<file path="src/rtl/serial_adder.sv">
// Digit-serial adder/subtractor: processes DIGIT bits per cycle, LSB slice first,
// with a registered carry chained between cycles. One operation at a time.
module serial_adder #(
  parameter int unsigned WIDTH = 8,
  parameter int unsigned DIGIT = 1
) (
  input  logic             CLK,
  input  logic             RST,
  input  logic             start,
  input  logic             sub,
  input  logic             cin,
  input  logic [WIDTH-1:0] a,
  input  logic [WIDTH-1:0] b,
  output logic             busy,
  output logic             done,
  output logic [WIDTH-1:0] sum,
  output logic             cout,
  output logic             ovf
);

  localparam int unsigned N  = WIDTH / DIGIT;
  localparam int unsigned CW = (N > 1) ? $clog2(N) : 1;
  localparam int unsigned OW = $clog2(WIDTH);

  generate
    if (WIDTH < 2 || DIGIT == 0 || (WIDTH % DIGIT) != 0) begin : g_bad_params
      $error("serial_adder: WIDTH must be >= 2 and an exact multiple of DIGIT");
    end
  endgenerate

  typedef enum logic [1:0] {IDLE, RUN, DONE} state_t;

  state_t           state, state_nx;
  logic [WIDTH-1:0] a_r, b_r;
  logic             carry;
  logic [CW-1:0]    cnt;
  logic [OW-1:0]    off;
  logic [DIGIT-1:0] a_sl, b_sl;
  logic [DIGIT:0]   sl_sum;
  logic             last;

  always_comb begin
    off    = OW'(cnt) * OW'(DIGIT);
    a_sl   = a_r[off +: DIGIT];
    b_sl   = b_r[off +: DIGIT];
    sl_sum = {1'b0, a_sl} + {1'b0, b_sl} + {{DIGIT{1'b0}}, carry};
    last   = (cnt == CW'(N - 1));
  end

  always_ff @(posedge CLK) begin
    if (RST) state <= IDLE;
    else     state <= state_nx;
  end

  always_comb begin
    state_nx = state;
    busy     = 1'b0;
    done     = 1'b0;
    case (state)
      IDLE: if (start) state_nx = RUN;
      RUN: begin
        busy = 1'b1;
        if (last) state_nx = DONE;
      end
      DONE: begin
        done     = 1'b1;
        state_nx = IDLE;
      end
      default: state_nx = IDLE;
    endcase
  end

  // Subtraction is a + ~b + ~borrow_in, so b and the carry seed are inverted at acceptance.
  always_ff @(posedge CLK) begin
    if (RST) begin
      a_r   <= '0;
      b_r   <= '0;
      carry <= 1'b0;
      cnt   <= '0;
      sum   <= '0;
      cout  <= 1'b0;
      ovf   <= 1'b0;
    end else begin
      case (state)
        IDLE: if (start) begin
          a_r   <= a;
          b_r   <= b ^ {WIDTH{sub}};
          carry <= cin ^ sub;
          cnt   <= '0;
        end
        RUN: begin
          sum[off +: DIGIT] <= sl_sum[DIGIT-1:0];
          carry             <= sl_sum[DIGIT];
          cnt               <= cnt + CW'(1);
          if (last) begin
            cout <= sl_sum[DIGIT];
            // carry-in XOR carry-out of the MSB, expressed through operand/result signs
            ovf  <= (a_sl[DIGIT-1] == b_sl[DIGIT-1]) && (sl_sum[DIGIT-1] != a_sl[DIGIT-1]);
          end
        end
        default: ;
      endcase
    end
  end

endmodule

</file>
<file path="config.mk">
export PLATFORM = sky130hd
export DESIGN_NAME = serial_adder
export DESIGN_NICKNAME = d
export VERILOG_FILES = /design/src/rtl/serial_adder.sv
export SDC_FILE = /design/constraint.sdc
export NUM_CORES = 1
export LEC_CHECK = 0
export BUFFER_PORTS_ARGS = -buffer_cell sky130_fd_sc_hd__buf_2
export CORE_MARGIN = 3
export CORE_UTILIZATION = 35
export DETAILED_ROUTE_END_ITERATION = 7
export HOLD_SLACK_MARGIN = 0.12
export PLACE_DENSITY = 0.64
export SLEW_MARGIN = 20
export SYNTH_ARGS = -nofsm -noshare
export SYNTH_HDL_FRONTEND = slang
export SYNTH_SLANG_ARGS = --single-unit
</file>
<file path="constraint.sdc">
create_clock -name CLK -period 3.5 [get_ports CLK]
set_input_delay 0.175 -clock CLK [delete_from_list [all_inputs] [get_ports CLK]]
set_output_delay 0.175 -clock CLK [all_outputs]
set_load 0.005 [all_outputs]
</file>
Word-level counts from Yosys, hierarchy flattened
Cells that the tools add are included.

storage, ports and cells
  register bits after elaboration = 32
  bits of input ports = 21
  output and inout bits = 12
  word-level logic and storage cells = 42

cells by class
  add/subtract/negate cells = 4
  equality and inequality tests = 7
  shifts and indexed selects = 4
  mux-type cells = 10
  bitwise operators = 2
  reductions and logical operators = 7

operators with widths
  operator               count
  $shiftx 8x4->1         2
  $bwmux 8               1
  $reduce_and 2->1       4
  $shift 1x5->8 const A  1
  $shiftx 1x5->8         1
  $xor 8x8->8            1
  $pmux 3 s2             1
  $neg 3->5              1
  $mux 2                 2
  $ne 2x2->1 const B     2
  $pmux 2 s2             1
  $add 3x1->3 const B    1
  $eq 3x3->1 const B     1
  $mux 1                 3
  $mux 3                 1
  $add 1x1->2            1
  $add 2x1->2            1
  $eq 2x1->1 const B     1
  $eq 2x2->1 const B     1
  $logic_not 2->1        1
  $pmux 1 s2             1
  $reduce_bool 2->1      1
  $eq 1x1->1             1
  $logic_and 1x1->1      1
  other kinds (2)        2

Depth between registers and ports, before layout
  word-level depth = 5
  gate-level depth with buffers = 8
  depth with buffers taken out = 7

Worst setup path before layout
OpenSTA, ideal clock, no wires.

  path kind = register -> register
  from = register cnt[0]
  to = register sum[1]
  library setup time = 0.065 ns
  data arrival time = 2.441 ns
  required time = 3.435 ns
  path slack = 0.994 ns
  stages on the path, launching flop included = 9
  path buffers = 1
  period minus slack after synthesis = 2.506 ns
  cell sequence = dfxtp_1 > buf_6 > mux4_2 > mux2_2 > fa_1 > inv_1 > nor4b_1 > mux2i_1 > nor2_1

on the way
  word-level cells in the longest chain between the ends = 5
  elaborated cells on any way between the ends = 8
  classes of those cells = 3 x add/sub; 4 x shift; 1 x mux

ends and longest elaborated chain
  item                               RTL line  RTL
  start: declaration                 36        logic [CW-1:0] cnt;
  start signal: assignment           94        cnt <= cnt + CW'(1);
  $shiftx 8x4->1 (on tied branches)  44, 45
  $add 1x1->2                        46        sl_sum = {1'b0, a_sl} + {1'b0, b_sl} + {{DIGIT{1'b0}}, carry};
  $add 2x1->2                        46
  $shiftx 1x5->8                     92        sum[off +: DIGIT] <= sl_sum[DIGIT-1:0];
  $bwmux 8 (*)                       92
  end signal: indexed assignment     92
  end: declaration                   16        output logic [WIDTH-1:0] sum,

Mark *: on every way between the ends. The rest lies on a longest branch, timed or not.
A chain may end at the register's enable or synchronous reset.

Final worst setup path
  from = register cnt[0]
  to = register sum[5]

Same word-level chain as after synthesis.

==> results.txt <==
Hold Path Origin: a[5]
Mapped Area: 1550 um^2
Reg2reg path depth: 7
Total CTS buffers: 5
Sequential fraction of the synthesis area: 41.3%
CTS tree: built
IO buf count: 32
Largest net degree at the start of global routing: 33
First-pass GRT wire length: 5290 um
Max Fclk: 344 MHz
Num rows: 23
Tot Pwr: 0.000750 W
Clock root buffer: clkbuf_8
Total wire length: 3020 um
Layout area overhead: 15.6%
Ant diodes: 0
Dpl hpwl: 2240 um
Initial antenna violation count: 0
Synth Instances: 168
RSZ-0062 raised after global routing: no
Post-route ant nets: 0
Max Fanout on Critical Path: 13
Clock Tree Buf Depth: 2
Via count: 1259
CTS sink cnt: 32
Yosys cell types: 32
Hold-fix buffers, CTS: 0
Layout Utilization: 43.3%
Crit Path Class: register to register
Clock latency at the later pin of the worst-skew pair: 0.28 ns
DRT iter0 DRCs: 78
Top-level I/O count: 33
Endpoint type of the worst setup path: register
Placed insts: 239
Fillers: 446
Max IR drop VDD: 0.169 mV
FF-to-FF Start: cnt[0]
Post-route minimum period: 2.91 ns
Crit path from: cnt[0]
Drt wl/cell: 12.4 um
PD cells: 418 nW/um^2
GR Util All Layers: 12.8%
CTS clk-pin slew, worst paths: 0.06 ns
Placed cell areas: 1730 um^2
Worst Path Arrival: 3.12 ns
Reg2reg setup slack: 0.59 ns
Syn. warnings: 0
Startpoint Class: register
Commonest cells after routing, fill and taps aside: dfxtp_1 (32), buf_2 (32), nor2_1 (22)
Syn_nets: 197
Setup TNS: 0 ns
Synthesized flop and latch total: 32
Pleak: 0.783 nW
Part of the cycle the worst path needs: 83.1%
Post-cts resize count: 0
Postcts setup bufs: 0
Starting density of the core: 37.5%
Worst-Margin Slew: 0.891 ns
H-tree depth: 2
Non-filler cells, final: 244
Worst hold stages: 3
DIE WIDTH: 72.6 um
Post-route DRC: 0
Mean Syn Cell Area: 9.24 um^2
Grt total ovfl: 0
Core Box Area: 4140 um^2
MaxCap Viol Count: 0
DIE AREA: 5270 um^2
Layout Nets: 225
Layout cells sized above 1: 22.7%
WHS Endpoint: a_r[5]
Final hold vios: 0
Initial DRT Pass Iterations: 6
DR vias/cell: 5.16
Fin. max-slew vios: 0
Final instance area: 1800 um^2
Placer congestion estimate: 0.788
Vias in the first global route: 1161
Status: finished, final reports clean
Min-delay worst type: primary input to register
Count of final setup violators: 0
Die Y: 72.6 um
Crit Reg-Reg Endpoint: sum[5]
Worst Clk Skew: 0.00705 ns
CP required: 3.71 ns
Relative slew slack: 40.5%
[power breakdown]
group	total (W)	internal (W)	switching, W
Sequential	0.000396	0.000382	0.0000135
Clock	0.000242	0.000128	0.000115
Combinational	0.000112	0.0000506	0.0000616
Total	0.000750	0.000561	0.000190
[layout make-up]
type / count / area, um^2 / area share (%)
Clock buffer: 5 / 68.8 / 3.83
Multi-Input combinational cell: 121 / 848 / 47.2
Tap cell: 50 / 62.6 / 3.48
Timing Repair Buffer: 32 / 160 / 8.92
Sequential cell: 32 / 641 / 35.7
Inverter: 4 / 15.0 / 0.836
[layer usage]
layer  track usage (%)  wire length, um
met5                 0                0
met4              4.30               38
met3              4.13              186
met2              20.9             1380
met1              15.8             1420
[worst max-delay path, cell delays in order, from the launching register on]
cell and delay, ns:
dfxtp_1 0.67, mux4_2 0.57, mux2_2 0.31, fa_1 0.56, inv_1 0.10, nor4b_1 0.41
mux2i_1 0.12, nor2_1 0.10
[flip-flops by register name (all words and copies together), names as in the netlist]
register  flops
cout          1
ovf           1
state         2
b_r           8
sum           8
carry         1
a_r           8
cnt           3
[Yosys cell counts (all sizes together)]
cell type	n	area, um^2
o31a	1	8.76
nor4	2	12.5
nand3	5	25.0
o21bai	1	7.51
nand2b	1	6.26
nor3b	1	7.51
xnor2	8	70.1
nor2	22	82.6
o2111ai	1	8.76
xor2	1	8.76
inv	4	15.0
nand2	21	78.8
mux4	4	90.1
mux2i	8	80.1
a21oi	12	60.1
nor3	2	10.0
clkbuf	10	37.5
nand4	3	18.8
or3	1	6.26
and2	1	6.26
a222oi	1	10.0
nor2b	2	12.5
and3	1	11.3
a22oi	2	15.0
a211oi	8	60.1
ha	7	87.6
dfxtp	32	641
nor4b	2	17.5
buf	1	11.3
fa	1	20.0
mux2	2	26.3
[how the worst max path moves through the flow]
stage                     slack (ns)  endpoint
after floorplan                 0.99    sum[1]
after global placement          0.69    sum[5]
after detailed placement        0.57    sum[5]
after CTS                       0.55    sum[5]
after global routing            0.31    sum[1]
final                           0.59    sum[5]
[per-stage QoR]
stage	setup slack, ns	hold WS [ns]
2_1_floorplan	0.994	0.248
3_3_place_gp	0.690	0.422
3_5_place_dp	0.572	0.424
4_1_cts	0.554	0.125
5_1_grt	0.307	0.142
6_report	0.591	0.139
[logic make-up (layout without fill, tap and decap cells)]
family	count (synthesis)	after routing	synth area share, %
AND/OR/NAND/NOR	64	64	19.0
AO/OA/AOI/OAI	26	26	11.0
buffers and inverters	15	41	4.11
flip-flops	32	32	41.3
multiplexers	14	14	12.7
XOR/XNOR	9	9	5.08
adder cells (fa/ha/maj)	8	8	6.93
Power figures use the tool's default switching activity.
